===== config.mk =====
export PLATFORM = sky130hd
export DESIGN_NAME = spi_frame_slave_flat
export DESIGN_NICKNAME = d
export VERILOG_FILES = /design/src/rtl/spi_frame_slave_if.sv /design/src/rtl/spi_frame_slave.sv /design/src/flat_wrapper.sv
export SDC_FILE = /design/constraint.sdc
export NUM_CORES = 1
export LEC_CHECK = 0
export BUFFER_PORTS_ARGS = -buffer_cell sky130_fd_sc_hd__buf_4
export CAP_MARGIN = 25
export CORE_MARGIN = 8
export CORE_UTILIZATION = 40
export CTS_CLUSTER_DIAMETER = 120
export CTS_CLUSTER_SIZE = 20
export DETAILED_ROUTE_END_ITERATION = 10
export GPL_TIMING_DRIVEN = 0
export PLACE_DENSITY = 0.6
export SETUP_SLACK_MARGIN = 0.02
export SLEW_MARGIN = 5
export SYNTH_ARGS = -nofsm -noshare
export SYNTH_HDL_FRONTEND = slang
export SYNTH_SLANG_ARGS = --single-unit
export TNS_END_PERCENT = 30

===== constraint.sdc =====
create_clock -name clk -period 2.5 [get_ports clk]
set_clock_uncertainty 0.05 [all_clocks]
set_input_delay 0.125 -clock clk [delete_from_list [all_inputs] [get_ports clk]]
set_output_delay 0.125 -clock clk [all_outputs]
set_load 0.05 [all_outputs]

===== src/rtl/spi_frame_slave_if.sv =====
// ----------------------------------------------------------------------------
// spi_frame_slave_if
//
// Bundles the SPI pins and the frame-side bus of spi_frame_slave.
//   SPI_SCK, SPI_SSEL, SPI_MOSI : SPI pins driven by the external master
//                                 (SSEL active low)
//   SPI_MISO                    : serial reply, MSB first
//   tx_data                     : reply frame, captured at frame start
//   rx_data                     : last accepted frame
//   rx_valid / frame_err        : one-cycle accept / reject strobes
//   err_code                    : bit0 length error, bit1 header error
//   busy                        : frame in progress
//   good_count / err_count      : accepted / rejected frame counters
//
// Modport slave is the engine's view; modport master is the host/bench view.
// ----------------------------------------------------------------------------
interface spi_frame_slave_if #(
    parameter int FRAME_BITS = 64
);
    logic                  SPI_SCK;
    logic                  SPI_SSEL;
    logic                  SPI_MOSI;
    logic                  SPI_MISO;
    logic [FRAME_BITS-1:0] tx_data;
    logic [FRAME_BITS-1:0] rx_data;
    logic                  rx_valid;
    logic                  frame_err;
    logic [1:0]            err_code;
    logic                  busy;
    logic [15:0]           good_count;
    logic [15:0]           err_count;

    modport slave (
        input  SPI_SCK, SPI_SSEL, SPI_MOSI, tx_data,
        output SPI_MISO, rx_data, rx_valid, frame_err, err_code, busy,
               good_count, err_count
    );

    modport master (
        output SPI_SCK, SPI_SSEL, SPI_MOSI, tx_data,
        input  SPI_MISO, rx_data, rx_valid, frame_err, err_code, busy,
               good_count, err_count
    );
endinterface


===== src/rtl/spi_frame_slave.sv =====
// ----------------------------------------------------------------------------
// spi_frame_slave
//
// SPI slave frame engine for the host link. Supports all four SPI modes,
// a configurable frame length and an optional header check on the received
// MSBs. Accepted frames are published on rx_data with an rx_valid strobe,
// rejected frames raise frame_err with a reason in err_code. Good frames are
// counted with a wrapping counter, rejected frames with a saturating one.
//
// Ports:
//   clk   : system clock, all logic on the rising edge
//   reset : synchronous, active-high
//   bus   : spi_frame_slave_if.slave (SPI pins + frame-side outputs)
//
// Parameters:
//   FRAME_BITS  : frame length in bits (>= 8)
//   CPOL        : idle SCK level
//   CPHA        : 0 = sample on leading edge, 1 = sample on trailing edge
//   HEADER_BITS : width of header check on rx MSBs, 0 disables it
//   HEADER      : required header value (low HEADER_BITS bits are used)
// ----------------------------------------------------------------------------
module spi_frame_slave #(
    parameter int                    FRAME_BITS  = 64,
    parameter int                    CPOL        = 0,
    parameter int                    CPHA        = 0,
    parameter int                    HEADER_BITS = 32,
    parameter logic [FRAME_BITS-1:0] HEADER      = FRAME_BITS'(32'h74697277)
) (
    input  logic                clk,
    input  logic                reset,
    spi_frame_slave_if.slave    bus
);

    localparam int CNT_W = $clog2(FRAME_BITS + 2);
    // Slice width used for the header compare; kept >= 1 so the slice is legal
    // even when the check is disabled.
    localparam int HB = (HEADER_BITS > 0) ? HEADER_BITS : 1;
    localparam bit SAMPLE_ON_RISE = (CPOL == CPHA);
    localparam logic [CNT_W-1:0] CNT_FULL = CNT_W'(FRAME_BITS);
    localparam logic [CNT_W-1:0] CNT_SAT  = CNT_W'(FRAME_BITS + 1);

    typedef enum logic [1:0] {
        IDLE,
        ACTIVE,
        CHECK
    } state_t;

    // ------------------------------------------------------------------------
    // Pin synchronisers
    // ------------------------------------------------------------------------
    logic [2:0] sck_s;
    logic [2:0] ssel_s;
    logic [2:0] mosi_s;
    logic [1:0] arm_wait;
    logic       armed;

    // The SSEL synchroniser resets to idle, so a pin held low across reset
    // would otherwise look like a fresh falling edge. Frame starts are only
    // honoured once SSEL has been seen high with every synchroniser stage
    // holding a real pin sample (arm_wait flushes the reset values).
    always_ff @(posedge clk) begin
        if (reset) begin
            sck_s    <= '0;
            mosi_s   <= '0;
            ssel_s   <= '1;
            arm_wait <= 2'd3;
            armed    <= 1'b0;
        end else begin
            sck_s  <= {sck_s[1:0], bus.SPI_SCK};
            ssel_s <= {ssel_s[1:0], bus.SPI_SSEL};
            mosi_s <= {mosi_s[1:0], bus.SPI_MOSI};
            if (arm_wait != 2'd0) begin
                arm_wait <= arm_wait - 2'd1;
            end else if (ssel_s[2:1] == 2'b11) begin
                armed <= 1'b1;
            end
        end
    end

    // ------------------------------------------------------------------------
    // Edge detection and frame checks
    // ------------------------------------------------------------------------
    logic                  sck_rise;
    logic                  sck_fall;
    logic                  sample_edge;
    logic                  shift_edge;
    logic                  ssel_fall;
    logic                  ssel_rise;
    logic                  mosi_bit;
    logic                  len_err;
    logic                  hdr_err;
    logic                  hold_first;

    state_t                state;
    logic [FRAME_BITS-1:0] rx_shreg;
    logic [FRAME_BITS-1:0] tx_shreg;
    logic [FRAME_BITS-1:0] rx_data_q;
    logic [CNT_W-1:0]      bitcnt;
    logic                  rx_valid_q;
    logic                  frame_err_q;
    logic [1:0]            err_code_q;
    logic                  busy_q;
    logic                  miso_q;
    logic [15:0]           good_cnt;
    logic [15:0]           err_cnt;

    always_comb begin
        sck_rise    = (sck_s[2:1] == 2'b01);
        sck_fall    = (sck_s[2:1] == 2'b10);
        ssel_fall   = (ssel_s[2:1] == 2'b10);
        ssel_rise   = (ssel_s[2:1] == 2'b01);
        sample_edge = SAMPLE_ON_RISE ? sck_rise : sck_fall;
        shift_edge  = SAMPLE_ON_RISE ? sck_fall : sck_rise;
        mosi_bit    = mosi_s[2];
        // With CPHA=1 the first leading edge is a shift edge that arrives
        // before any sample; skipping it keeps the MSB on MISO for bit 0.
        hold_first  = (CPHA != 0) && (bitcnt == '0);
        len_err     = (bitcnt != CNT_FULL);
        hdr_err     = (HEADER_BITS > 0) &&
                      (rx_shreg[FRAME_BITS-1 -: HB] != HEADER[HB-1:0]);
    end

    // ------------------------------------------------------------------------
    // Frame state machine with registered outputs
    // ------------------------------------------------------------------------
    always_ff @(posedge clk) begin
        if (reset) begin
            state       <= IDLE;
            rx_shreg    <= '0;
            tx_shreg    <= '0;
            bitcnt      <= '0;
            rx_data_q   <= '0;
            rx_valid_q  <= 1'b0;
            frame_err_q <= 1'b0;
            err_code_q  <= '0;
            busy_q      <= 1'b0;
            miso_q      <= 1'b0;
            good_cnt    <= '0;
            err_cnt     <= '0;
        end else begin
            rx_valid_q  <= 1'b0;
            frame_err_q <= 1'b0;
            miso_q      <= (state == ACTIVE) ? tx_shreg[FRAME_BITS-1] : 1'b0;

            case (state)
                IDLE: begin
                    if (ssel_fall && armed) begin
                        state    <= ACTIVE;
                        tx_shreg <= bus.tx_data;
                        bitcnt   <= '0;
                        busy_q   <= 1'b1;
                    end
                end

                ACTIVE: begin
                    if (sample_edge) begin
                        rx_shreg <= {rx_shreg[FRAME_BITS-2:0], mosi_bit};
                        if (bitcnt != CNT_SAT) begin
                            bitcnt <= bitcnt + 1'b1;
                        end
                    end
                    if (shift_edge && !hold_first) begin
                        tx_shreg <= {tx_shreg[FRAME_BITS-2:0], 1'b0};
                    end
                    if (ssel_rise) begin
                        state  <= CHECK;
                        busy_q <= 1'b0;
                    end
                end

                CHECK: begin
                    state <= IDLE;
                    if (len_err || hdr_err) begin
                        frame_err_q <= 1'b1;
                        err_code_q  <= {hdr_err, len_err};
                        if (err_cnt != '1) begin
                            err_cnt <= err_cnt + 16'd1;
                        end
                    end else begin
                        rx_valid_q <= 1'b1;
                        rx_data_q  <= rx_shreg;
                        good_cnt   <= good_cnt + 16'd1;
                    end
                end

                default: begin
                    state <= IDLE;
                end
            endcase
        end
    end

    assign bus.SPI_MISO   = miso_q;
    assign bus.rx_data    = rx_data_q;
    assign bus.rx_valid   = rx_valid_q;
    assign bus.frame_err  = frame_err_q;
    assign bus.err_code   = err_code_q;
    assign bus.busy       = busy_q;
    assign bus.good_count = good_cnt;
    assign bus.err_count  = err_cnt;

endmodule


===== src/flat_wrapper.sv =====
// flat-port wrapper written by rule: the top's interface ports become plain ports
module spi_frame_slave_flat 
#(
    parameter int                    FRAME_BITS  = 64,
    parameter int                    CPOL        = 0,
    parameter int                    CPHA        = 0,
    parameter int                    HEADER_BITS = 32,
    parameter logic [FRAME_BITS-1:0] HEADER      = FRAME_BITS'(32'h74697277)
)
  (clk, reset, bus_SPI_SCK, bus_SPI_SSEL, bus_SPI_MOSI, bus_tx_data, bus_SPI_MISO, bus_rx_data, bus_rx_valid, bus_frame_err, bus_err_code, bus_busy, bus_good_count, bus_err_count);
  spi_frame_slave_if #(.FRAME_BITS(FRAME_BITS)) bus_i ();
  input  logic clk;
  input  logic reset;
  input wire logic [$bits(bus_i.SPI_SCK)-1:0] bus_SPI_SCK;
  input wire logic [$bits(bus_i.SPI_SSEL)-1:0] bus_SPI_SSEL;
  input wire logic [$bits(bus_i.SPI_MOSI)-1:0] bus_SPI_MOSI;
  input wire logic [$bits(bus_i.tx_data)-1:0] bus_tx_data;
  output wire logic [$bits(bus_i.SPI_MISO)-1:0] bus_SPI_MISO;
  output wire logic [$bits(bus_i.rx_data)-1:0] bus_rx_data;
  output wire logic [$bits(bus_i.rx_valid)-1:0] bus_rx_valid;
  output wire logic [$bits(bus_i.frame_err)-1:0] bus_frame_err;
  output wire logic [$bits(bus_i.err_code)-1:0] bus_err_code;
  output wire logic [$bits(bus_i.busy)-1:0] bus_busy;
  output wire logic [$bits(bus_i.good_count)-1:0] bus_good_count;
  output wire logic [$bits(bus_i.err_count)-1:0] bus_err_count;
  assign bus_i.SPI_SCK = bus_SPI_SCK;
  assign bus_i.SPI_SSEL = bus_SPI_SSEL;
  assign bus_i.SPI_MOSI = bus_SPI_MOSI;
  assign bus_i.tx_data = bus_tx_data;
  assign bus_SPI_MISO = bus_i.SPI_MISO;
  assign bus_rx_data = bus_i.rx_data;
  assign bus_rx_valid = bus_i.rx_valid;
  assign bus_frame_err = bus_i.frame_err;
  assign bus_err_code = bus_i.err_code;
  assign bus_busy = bus_i.busy;
  assign bus_good_count = bus_i.good_count;
  assign bus_err_count = bus_i.err_count;
  spi_frame_slave #(.FRAME_BITS(FRAME_BITS), .CPOL(CPOL), .CPHA(CPHA), .HEADER_BITS(HEADER_BITS), .HEADER(HEADER)) u_core (.clk(clk), .reset(reset), .bus(bus_i));
endmodule

**Yosys cells after proc, flatten, opt, wreduce, memory -nomap -nowiden**

Index checks and enable logic that the tools add are counted.

- Register bits: 251
- Bits in latches: 0
- Memory bits (writable): 0
- Bits in read-only memories: 0
- Output and inout bits: 102
- Logic and storage cells: 72
- Memories: 0

- Add/sub/neg operators: 4
- Multipliers: 0
- Divide/modulo/power cells: 0
- $lt $le $gt $ge: 0
- Equality and inequality tests: 16
- Shift-type cells: 0
- Mux-type cells: 15
- Bitwise operators: 4
- Reduce and logical (&&, ||, !) cells: 16

Operators by type and width:

| operator | number |
|---|---|
| $mux W64 | 2 |
| $pmux W64 S2 | 1 |
| $add A16 B1 Y16 const B | 2 |
| $ne A32 B31 Y1 const B | 1 |
| $mux W7 | 3 |
| $ne A16 B16 Y1 const B | 1 |
| $ne A7 B7 Y1 const B | 2 |
| $pmux W7 S2 | 1 |
| $reduce_and A2 Y1 | 5 |
| $reduce_and A3 Y1 | 3 |
| $eq A2 B2 Y1 const B | 4 |
| $ne A2 B1 Y1 const B | 4 |
| $add A7 B1 Y7 const B | 1 |
| $eq A2 B1 Y1 const B | 3 |
| $mux W1 | 4 |
| $mux W2 | 2 |
| $not A1 Y1 | 4 |
| $pmux W2 S2 | 1 |
| $reduce_and A4 Y1 | 1 |
| $reduce_bool A2 Y1 | 2 |
| $reduce_or A2 Y1 | 2 |
| $logic_not A2 Y1 | 1 |
| $ne A2 B2 Y1 const B | 1 |
| $pmux W1 S2 | 1 |
| 3 further kinds | 3 |

**Logic depth before layout (Yosys ltp)**

Gate-level depths: netlist of run 1.

- Depth after elaboration: 4
- Mapped depth: 8
- Gate-level depth less buffers: 6

**Worst setup path before layout of run 1**

No wires, ideal clock.

- Path type: register to register
- From: register u_core.err_cnt[0] (netlist: u_core.bus.err_count[0])
- To: register u_core.err_cnt[0] (netlist: u_core.bus.err_count[0])
- Setup time: 121 ps
- Data arrival time: 2272 ps
- Data required time: 2329 ps
- Path slack: 57 ps
- Cell stages (with the launch flop): 7
- Path buffers: 0
- Period minus slack after synthesis: 2443 ps
- Cells stage by stage: dfxtp_1 -> ha_1 -> and2_1 -> nand4_1 -> nor3_1 -> nor3_1 -> mux2_2

- Word-level cells in the longest chain between the ends: 2
- Elaborated cells between the ends (all ways): 3

RTL lines:

| item | line | text |
|---|---|---|
| start, declared | spi_frame_slave.sv:105 | `logic [15:0] err_cnt;` |
| start signal, assigned | spi_frame_slave.sv:177 | `err_cnt <= err_cnt + 16'd1;` |
| parallel branches: the longest is 2 deep, another holds $add A16 B1 Y16 | n/a |  |

Parallel ways; which one is timed is not known.
A chain may end at the register's enable or synchronous reset.

**Worst setup path after layout of run 1**

- From: register u_core.state[1]
- To: register u_core.good_cnt[14] (netlist: u_core.bus.good_count[14])

- Word-level cells in the longest chain between the ends: 2

RTL lines:

| item | line | text |
|---|---|---|
| start, declared | spi_frame_slave.sv:94 | `state_t state;` |
| start signal, assigned | spi_frame_slave.sv:128 | `state <= IDLE;` |
| start signal, assigned | spi_frame_slave.sv:148 | `state <= ACTIVE;` |
| start signal, assigned | spi_frame_slave.sv:166 | `state <= CHECK;` |
| $eq A2 B2 Y1 | spi_frame_slave.sv:145 | `case (state)` |
| $reduce_and A2 Y1 (no line) | n/a |  |
| end signal, assigned | spi_frame_slave.sv:182 | `good_cnt <= good_cnt + 16'd1;` |
| end, declared | spi_frame_slave.sv:104 | `logic [15:0] good_cnt;` |

Every way passes these cells.

==> results of run 1 <==
==> through the flow <==
step	setup slack, ns	setup TNS, ns	hold slack (ns)
3_3_place_gp	-0.115	-1.67	0.276
5_1_grt	0.0177	0	0.114
4_1_cts	0.000334	0	0.111
2_1_floorplan	0.0572	0	0.179
3_5_place_dp	-0.154	-3.25	0.274
6_report	0.149	0	0.113
==> area by class of cell <==
cell class	instances	area, um2	share of cell area [%]
Tap cell	324	405	3.21
Sequential cell	251	5020	39.8
Clock inverter	1	11.3	0.0892
Timing Repair Buffer	242	1980	15.7
Clock buffer	17	425	3.37
Multi-Input combinational cell	803	4390	34.7
Inverter	11	41.3	0.327
Buffer	85	353	2.79
==> power by group <==
| group | switching [mW] | internal, mW |
|---|---|---|
| Sequential | 0.0144 | 4.02 |
| Combinational | 0.186 | 0.193 |
| Clock | 1.30 | 1.22 |
==> flip-flops by register name, indices dropped and copies added, names as in the netlist, 3 cells and up <==
name and flops:
u_core.bitcnt 7, u_core.bus.err_count 16, u_core.bus.good_count 16, u_core.bus.rx_data 64, u_core.mosi_s 3, u_core.rx_shreg 64, u_core.sck_s 3, u_core.ssel_s 3
u_core.tx_shreg 64
==> cells by family (layout without fill, tap and decap cells) <==
logic type	count (synthesis)	in the layout
AOI/OAI and AO/OA	185	185
xor gates and xnor gates	2	2
adders and majority gates	6	6
buffers and inverters	97	356
DFF	251	251
muxes	46	46
and+or+nand+nor	564	564
==> layer usage <==
layer / up-vias / share of wire, % / global-route usage [%]
met1: 4028 / 46 / 22.1
met2: 163 / 48 / 28.7
met4: 0 / 1.5 / 3.64
li1: 4435 / - / -
met5: - / 0 / 0
met3: 29 / 4.5 / 2.90
==> critical path, stage by stage, from the launching register on <==
cell and delay, ns:
dfxtp_1 0.42, nor2b_1 0.15, clkbuf_1 0.46, and4_1 0.31, nand3_1 0.19, or4b_1 0.54, a21oi_1 0.15
==> worst max path at each step <==
stage | startpoint | end | slack (ns) | cells after the start
after floorplan | u_core.bus.err_count[0] | u_core.bus.err_count[0] | 0.06 | 6
after global placement | u_core.bitcnt[0] | u_core.bus.err_count[5] | -0.12 | 6
after detailed placement | u_core.bitcnt[0] | u_core.bus.err_count[5] | -0.15 | 6
after CTS | u_core.rx_shreg[49] | u_core.bus.good_count[12] | 0.0003 | 6
after global routing | u_core.state[1] | u_core.bus.good_count[14] | 0.02 | 6
final | u_core.state[1] | u_core.bus.good_count[14] | 0.15 | 6
==> layout by cell type (no fill, tap or decap), drive strengths merged, types with 4 or more instances in the layout <==
master         n
o31ai          8
and2          17
o21ai          8
nand2b         6
nor3          12
nor4b          4
dlygate4sd3   67
ha             6
or4            8
nor2b         20
or3            7
nand4          7
and3          12
a21oi         89
and4           4
dfxtp        251
nor4           6
nor2         158
buf          193
a311oi        65
inv           12
or2            5
clkbuf        84
mux2i         34
mux2          12
nand2        269
nand3         17
and4bb         4
==> timing repair <==
item / CTS / global route
setup buffers: 6 / 0
pin swaps: 1 / 0
setup endpoints to repair: 79 / 150
endpoints found under the hold margin: 67 / 0
resized for setup: 6 / 15
hold buffers: 67 / 0
==> summary.md, run 1 <==
| Metric | Value |
|---|---|
| Post-Synthesis Cells | 1,151 |
| CORE AREA | 24,100 um2 |
| Effective utilization at floorplan | about two fifths |
| GRT Overall Usage | 16.9% |
| Most frequent cells after synthesis | nand2_1, dfxtp_1, nor2_1, a21oi_1, clkbuf_1 |
| Fin area | 12,600 um2 |
| Ys Warns | 0 |
| Syn_area_per_cell | around 8.5 um2 |
| Detail Route Antenna Nets | 0 |
| CTS tree | built |
| Initial antenna violation count | 0 |
| Synth Flop Type | dfxtp_1 |
| Yosys top cell by area | dfxtp_1 |
| Layout cell share with drive strength beyond 1 | 17.0% |
| Worst-case clock buffer depth | 3 |
| Fmax | 425 MHz |
| Final Setup Violations | 0 |
| Reg2reg end | u_core.bus.good_count[14] |
| Fin util | 52.4% |
| Rel. slew slack | 46.7% |
| Initial detailed-routing violation count | around 550 |
| Leakage | 4.77 nW |
| Crit-path max FO | 10 |
| Crit path DAT | 2.71 ns |
| First-pass GRT wire length | 41,700 um |
| Setup CP Type | flop to flop |
| Setup crit start kind | flop |
| Worst Hold End | u_core.bus.err_count[3] |
| Critical Path Sink Type | flop |
| Synth Area in Simple Gates | a little over a quarter |
| Reg clk slew, reported paths | 0.08 ns |
| Largest net degree at the start of global routing | 21 |
| Count of different cell masters after synthesis | 49 |
| Syn Nets | 1,226 |
| Clk_lat worst skew | around 0.48 ns |
| Final hold vios | 0 |
| Post-Synth XOR/XNOR Area | 0.180% |
| Min-delay worst type | primary input to flop |
| R2r setup slk | 0.15 ns |
| Slew @ Worst Pin | between 0.7 and 0.8 ns |
| Required time worst endpoint | 2.85 ns |
| # clock sinks | 251 |
| Number of vias per cell | 4.99 |
| Synth Area in Adders | less than 1% |
| Final worst-path cycle share | 94.1% |
| Register area share after synthesis | 51.5% |
| Hold Path Cell Cnt | 3 |
| Total gr overflow | 0 |
| Async S/R FF share, synth | 0% |
| Power Density | between 500 and 600 nW/um2 |
| Clock Tree Root | clkbuf_16 |
| Total number of vias | between 8,000 and 9,000 |
| Antenna Cells | 0 |
| I/O Buffers | around 170 |
| Vias in the first global route | between 8,000 and 9,000 |
| VDD IR max | ~0.00034 V |
| Synth area leaders | dfxtp_1, nand2_1, nor2_1, a311oi_1, a21oi_1 |
| Top-area cell type share of the netlist area | roughly half |
| Routed len/inst | 14.7 um |
| Core Rows | 57 |
| DIE HEIGHT | 172 um |
| Combinational family with the most area after synthesis | simple AND/OR/NAND/NOR gates |
| HP Start | reset |
| Worst R2R Start | u_core.state[1] |
| EDFF count, synth | 0 |
| # H-tree levels | 1 |
| Compound-Gate Fraction of Synth Area | around an eighth |
| Die area | 29,600 um2 |
| Cell with the most instances after synthesis | nand2_1 |
| Area Growth Syn to Fin | 29.5% |
| Area after DPL | 11,400 um2 |
| Worst Reg2Reg Path Length in Cells | 6 |
| Design Power | roughly 7 mW |
| Mapped Area | approximately 9800 um2 |
| RSZ-0062 raised after global routing | yes |
| Mux contribution to synthesized area | 4.87% |
| Minimum clock period | 2.35 ns |
| Fillers | 2,311 |
| Post-DP HPWL | 18,000 um |
| RD Place Congestion | 0.779 |
| Routed WL | 25,500 um |
| Max_cap viols | 0 |
| Placed Cells | between 1,500 and 2,000 |
| Slew Viols, Final | 0 |
| Inserted Clock Buffers | 16 |
| Status | completed |
| DR pass1 iterations | 7 |
| Cell Count, Final, Fillers Out | 1,734 |
| Post-route DRC | 0 |
| Layout Nets | 1,485 |
| Num ports | 171 |
| Die width | 172 um |
| Seq cells post-synth | between 200 and 300 |
No activity file was read; power rests on OpenSTA's default activity.
==> inputs of run 2 (changes only) <==
--- a/config.mk
+++ b/config.mk
@@ -7,6 +7,7 @@
 export LEC_CHECK = 0
 export BUFFER_PORTS_ARGS = -buffer_cell sky130_fd_sc_hd__buf_4
 export CAP_MARGIN = 25
+export CORE_ASPECT_RATIO = 0.75
 export CORE_MARGIN = 8
 export CORE_UTILIZATION = 40
 export CTS_CLUSTER_DIAMETER = 120
==> run 2 against run 1 <==
Against the previous run:
- flip-flop and latch count is the same
- largest cell class unchanged
- combinational power is essentially flat
- non-clock buffer count shrank 1
- worst setup slack lost 0.040 ns
- sequential power is essentially flat
- final area shrank 0.13%
- largest power group unchanged
- clock power is essentially flat
- utilization grew 0.22 points
==> summary.md, run 2 (same netlist as run 1, synthesis figures left out) <==
| Metric | Value |
|---|---|
| # clock sinks | ~250 |
| Layout Nets | about 1,500 |
| Area after DPL | 11,400 um2 |
| Crit path DAT | 2.76 ns |
| CP delay by family, top | simple AND/OR/NAND/NOR gates |
| Area Growth Syn to Fin | 29.3% |
| Most frequent cells in the layout | nand2_1, dfxtp_1, buf_4 |
| Design Power | 6.95 mW |
| Number of vias per cell | 5.02 |
| Leakage | 4.77 nW |
| Inserted Clock Buffers | 16 |
| Initial antenna violation count | 0 |
| CORE AREA | 24,000 um2 |
| Routed len/inst | 15.5 um |
| Required time worst endpoint | roughly 2.9 ns |
| Setup CP Type | flop to flop |
| Hold Worst Slack | 0.0697 ns |
| Worst Reg2Reg Path Length in Cells | 6 |
| Flop pwr share | 58.1% |
| Total gr overflow | 0 |
| Fin util | 52.6% |
| RSZ-0062 raised after global routing | yes |
| Internal power | 5.39 mW |
| Worst R2R Start | u_core.state[1] |
| Placed Cells | between 1,500 and 2,000 |
| Final Setup Violations | 0 |
| VDD IR max | 0.000336 V |
| I/O Buffers | 169 |
| Commonest non-fill, non-tap cell in the layout | nand2_1 |
| Num ports | between 150 and 200 |
| Comb pwr share | 5.5% |
| Effective utilization at floorplan | 40.7% |
| R2r setup slk | between 0.1 and 0.15 ns |
| Worst-path cell chain | nor2b_1 -> clkbuf_1 -> and4_1 -> nand3_1 -> or4b_1 -> a21oi_1 |
| First-pass GRT wire length | 43,600 um |
| Die area | roughly 30,000 um2 |
| Die width | slightly below 200 um |
| Critical Path Sink Type | flop |
| Total number of vias | slightly below 9,000 |
| Rel. slew slack | 47.1% |
| GRT Overall Usage | 17.6% |
| Slowest stage cell, crit path | or4b_1 |
| Final hold vios | 0 |
| Power Density | 551 nW/um2 |
| Worst Setup EP | u_core.bus.good_count[14] |
| Largest net degree at the start of global routing | 21 |
| Slew @ Worst Pin | 0.794 ns |
| Post-DP HPWL | ~19,000 um |
| DIE HEIGHT | between 150 and 200 um |
| Clock Tree Root | clkbuf_16 |
| Clk pwr share | 36.4% |
| Worst stage delay on the critical path | approximately 0.54 ns |
| Reg2reg end | u_core.bus.good_count[14] |
| CTS tree | built |
| Routed WL | 26,900 um |
| Final worst-path cycle share | 95.6% |
| Initial detailed-routing violation count | a little over 500 |
| Crit-path max FO | 10 |
| Crit path launch | u_core.state[1] |
| # H-tree levels | 1 |
| Status | completed |
| Core Rows | 49 |
| Post-route DRC | 0 |
| Slew Viols, Final | 0 |
| Worst-case clock buffer depth | 3 |
| Layout cell share with drive strength beyond 1 | 17.1% |
| Fin area | approximately 13,000 um2 |
| Max_cap viols | 0 |
| Min-delay worst type | primary input to flop |
| Detail Route Antenna Nets | 0 |
| Vias in the first global route | 8,309 |
| Fmax | 418 MHz |
| Reg clk slew, reported paths | 0.09 ns |
| Clk_lat worst skew | 0.50 ns |
| Cell count along the critical path | 6 |
| CP bufs+invs | 1 |
| Cell Count, Final, Fillers Out | around 1,700 |
| Minimum clock period | about 2.4 ns |
| Setup crit start kind | flop |
| Antenna Cells | 0 |
| Sw frac | 22.5% |
| RD Place Congestion | roughly 0.78 |
| Switching power | 1.56 mW |
| DR pass1 iterations | 5 |
[run 2: area by class of cell]
cell class | count | area, um2
buffer | 85 | 353
clock buffer | 16 | 400
clock inverter | 2 | 27.5
fill | 2247 | 11400
inverter | 11 | 41.3
multi-input combinational | 803 | 4380
sequential | 251 | 5020
tap | 331 | 414
timing repair buffer | 241 | 1980
[run 2: worst register-to-register path, cell delays in order (launching register included)]
cell	delay, ns
dfxtp_1	0.40
nor2b_1	0.21
clkbuf_1	0.44
and4_1	0.33
nand3_1	0.19
or4b_1	0.54
a21oi_1	0.15
[run 2: power groups by stage]
stage | Clock, mW | Sequential, mW | Combinational, mW
2_1_floorplan | 0 | 4.13 | 0.150
3_3_place_gp | 0 | 4.13 | 0.294
3_5_place_dp | 0 | 4.13 | 0.297
4_1_cts | 2.63 | 4.04 | 0.382
5_1_grt | 2.78 | 4.04 | 0.421
6_report | 2.53 | 4.04 | 0.382
[run 2: worst min path at each step]
stage	startpoint	to	slack (ns)	depth (start not counted)
3_3_place_gp	bus_SPI_SSEL	u_core.ssel_s[0]	0.26	2
2_1_floorplan	bus_SPI_SSEL	u_core.ssel_s[0]	0.18	1
3_5_place_dp	bus_SPI_SSEL	u_core.ssel_s[0]	0.27	2
4_1_cts	reset	u_core.bus.err_count[4]	0.06	3
6_report	reset	u_core.bus.err_count[4]	0.07	3
5_1_grt	reset	u_core.bus.err_count[0]	0.12	3
[run 2: timing repair]
action,in CTS,in global routing
resized for setup,7,18
setup endpoints to repair,108,180
setup buffers,3,2
hold buffers,67,0
hold endpoints to repair,67,0
pin swaps,1,2
[run 2: metrics by stage]
| stage | setup TNS (ns) | setup WS (ns) |
|---|---|---|
| 6_report | 0 | 0.109 |
| 5_1_grt | -0.163 | -0.0562 |
| 4_1_cts | 0 | 0.0224 |
| 3_3_place_gp | -10.43 | -0.301 |
| 2_1_floorplan | 0 | 0.0572 |
| 3_5_place_dp | -9.65 | -0.284 |
[run 2: layer usage]
metal,part of all wire [%],track usage [%],vias to the layer above
met5,0,0,-
met4,2.1,4.35,0
met3,4.3,2.84,32
met2,45,27.9,162
met1,49,24.7,4097
li1,-,-,4437
==> inputs of run 3 (changes only) <==
--- a/config.mk
+++ b/config.mk
@@ -5,7 +5,6 @@
 export SDC_FILE = /design/constraint.sdc
 export NUM_CORES = 1
 export LEC_CHECK = 0
-export BUFFER_PORTS_ARGS = -buffer_cell sky130_fd_sc_hd__buf_4
 export CAP_MARGIN = 25
 export CORE_ASPECT_RATIO = 0.75
 export CORE_MARGIN = 8
@@ -13,8 +12,9 @@
 export CTS_CLUSTER_DIAMETER = 120
 export CTS_CLUSTER_SIZE = 20
 export DETAILED_ROUTE_END_ITERATION = 10
+export DONT_BUFFER_PORTS = 1
 export GPL_TIMING_DRIVEN = 0
-export PLACE_DENSITY = 0.6
+export PLACE_DENSITY = 0.54
 export SETUP_SLACK_MARGIN = 0.02
 export SLEW_MARGIN = 5
 export SYNTH_ARGS = -nofsm -noshare
==> run 3 against run 2 <==
Against the previous run:
- die area unchanged
- critical path depth decreased by 1
- clock power about the same
- highest routed layer unchanged
- hold slack improved by 0.017 ns
- flip-flop and latch count unchanged
- global-route usage decreased by 0.84 points
- first-iteration DRC count decreased by 8.3%
- register-to-register slack improved by 0.03 ns
- count of clock-buffer cells in the layout unchanged
- worst setup slack improved by 0.026 ns
- utilization decreased by 5.2 points
- via count decreased by 7.3%
==> summary.md, run 3 (same netlist as run 1, synthesis figures left out) <==
| Metric | Value |
|---|---|
| Number of vias per cell | 5.14 |
| Initial detailed-routing violation count | 462 |
| Total gr overflow | 0 |
| Min-delay worst type | primary input to flop |
| Hold Path Cell Cnt | 3 |
| Setup_tns | 0 ns |
| Initial antenna violation count | 1 |
| Inserted Clock Buffers | 16 |
| Slew @ Worst Pin | 0.802 ns |
| Minimum clock period | ~2.4 ns |
| Placed Cells | between 1,000 and 1,500 |
| Setup crit start kind | flop |
| Clock Tree Root | clkbuf_16 |
| Clk_lat worst skew | 0.50 ns |
| Final worst-path cycle share | about 95% |
| Detail Route Antenna Nets | 0 |
| Hold Worst Slack | 0.0871 ns |
| Final Setup Violations | 0 |
| I/O Buffers | 0 |
| Post-route DRC | 0 |
| Num ports | 171 |
| Final hold vios | 0 |
| DR pass1 iterations | 5 |
| Largest net degree at the start of global routing | 21 |
| Crit path DAT | 2.75 ns |
| Slew Viols, Final | 0 |
| VDD IR max | 0.000543 V |
| GRT Overall Usage | 16.7% |
| # H-tree levels | 1 |
| RSZ-0062 raised after global routing | yes |
| Rel. slew slack | 46.5% |
| Core Rows | roughly 50 |
| Most frequent cells in the layout | nand2_1, dfxtp_1, nor2_1 |
| Routed len/inst | 16.2 um |
| Post-DP HPWL | 18,100 um |
| Area Growth Syn to Fin | 16.6% |
| DIE HEIGHT | 151 um |
| Power Density | 604 nW/um2 |
| Fin area | 11,400 um2 |
| First-pass GRT wire length | 41,200 um |
| Commonest non-fill, non-tap cell in the layout | nand2_1 |
| Worst Reg2Reg Path Length in Cells | 5 |
| Leakage | between 3 and 4 nW |
| Worst-case clock buffer depth | 3 |
| Area after DPL | between 10,000 and 15,000 um2 |
| RD Place Congestion | 0.773 |
| Cell Count, Final, Fillers Out | 1,573 |
| Setup CP Type | flop to flop |
| Required time worst endpoint | 2.89 ns |
| # clock sinks | 251 |
| CTS tree | built |
| Crit-path max FO | 5 |
| Critical Path Sink Type | flop |
| Routed WL | approximately 26,000 um |
| Die width | 196 um |
| Total number of vias | 8,092 |
| Fmax | roughly 420 MHz |
| Vias in the first global route | 7,573 |
| Reg clk slew, reported paths | roughly 0.090 ns |
| Layout Nets | 1,316 |
| Effective utilization at floorplan | 40.7% |
| FF/Latch Area | 5040 um2 |
| CORE AREA | 24,000 um2 |
| Status | completed |
| Fillers | between 2,000 and 2,500 |
| Layout cell share with drive strength beyond 1 | 6.61% |
| Die area | 29,700 um2 |
| Max_cap viols | 0 |
| Multi-input logic area | 4380 um2 |
-- run 3: changes by cell type in the layout (fill, tap and decap cells not counted) --
| cell | before | now |
|---|---|---|
| dfxtp_2 | 0 | 11 |
| buf_2 | 10 | 8 |
| buf_4 | 177 | 8 |
| nor3_2 | 1 | 0 |
| clkbuf_1 | 60 | 62 |
| dfxtp_1 | 251 | 240 |
| clkbuf_2 | 8 | 9 |
| diode_2 | 0 | 1 |
| nor3_4 | 1 | 2 |
-- run 3: worst paths after layout --
kind | to | slack [ns] | start
max | u_core.bus.good_count[14] | 0.14 | u_core.bus.good_count[4]
min | u_core.bus.err_count[4] | 0.09 | reset
max reg2reg | u_core.bus.good_count[14] | 0.14 | u_core.bus.good_count[4]
min reg2reg | u_core.ssel_s[1] | 0.36 | u_core.ssel_s[0]
-- run 3: layout make-up --
cell class                      count  area share, %
Multi-Input combinational cell    803           38.5
Sequential cell                   251           44.3
Buffer                             86           3.13
Clock buffer                       16           3.52
Tap cell                          331           3.64
Clock inverter                      2          0.242
Antenna cell                        1         0.0220
Timing Repair Buffer               72           6.23
Inverter                           11          0.363
-- run 3: through the flow --
stage               util (%)  worst slack, ns  total power, mW
global route            47.4          -0.0200             7.16
global placement        42.4           -0.546             4.35
CTS                     47.2         -0.00254             6.99
finish                  47.4            0.135             6.87
floorplan                  -           0.0572             4.28
detailed placement      42.4           -0.498             4.35
-- run 3: metal layers --
layer  share of wire [%]  up-vias  routed length, um  track usage (%)
met2                  42      164              10700             24.1
met4                 1.9        0                484             3.97
li1                    -     4098                  -                -
met1                  49     3802              12600             24.1
met3                 7.1       28               1820             4.95
met5                   0        -                  0                0
-- run 3: power breakdown --
group / switching [mW] / internal, mW
logic: 0.168 / 0.128
clock network: 1.36 / 1.17
registers: 0.0157 / 4.02
total: 1.55 / 5.32
-- run 3: what timing repair did --
action	4_1_cts	5_1_grt
hold buffers	67	0
endpoints found under the hold margin	67	0
setup buffers	3	2
pin swaps	0	2
resized for setup	13	20
endpoints found under the setup margin	102	150
-- run 3: worst max-delay path: stages (launching register included) --
cell,delay [ns]
dfxtp_1,0.69
and3_1,0.25
and3_1,0.22
nor4b_1,0.46
or4b_1,0.49
a21oi_1,0.15
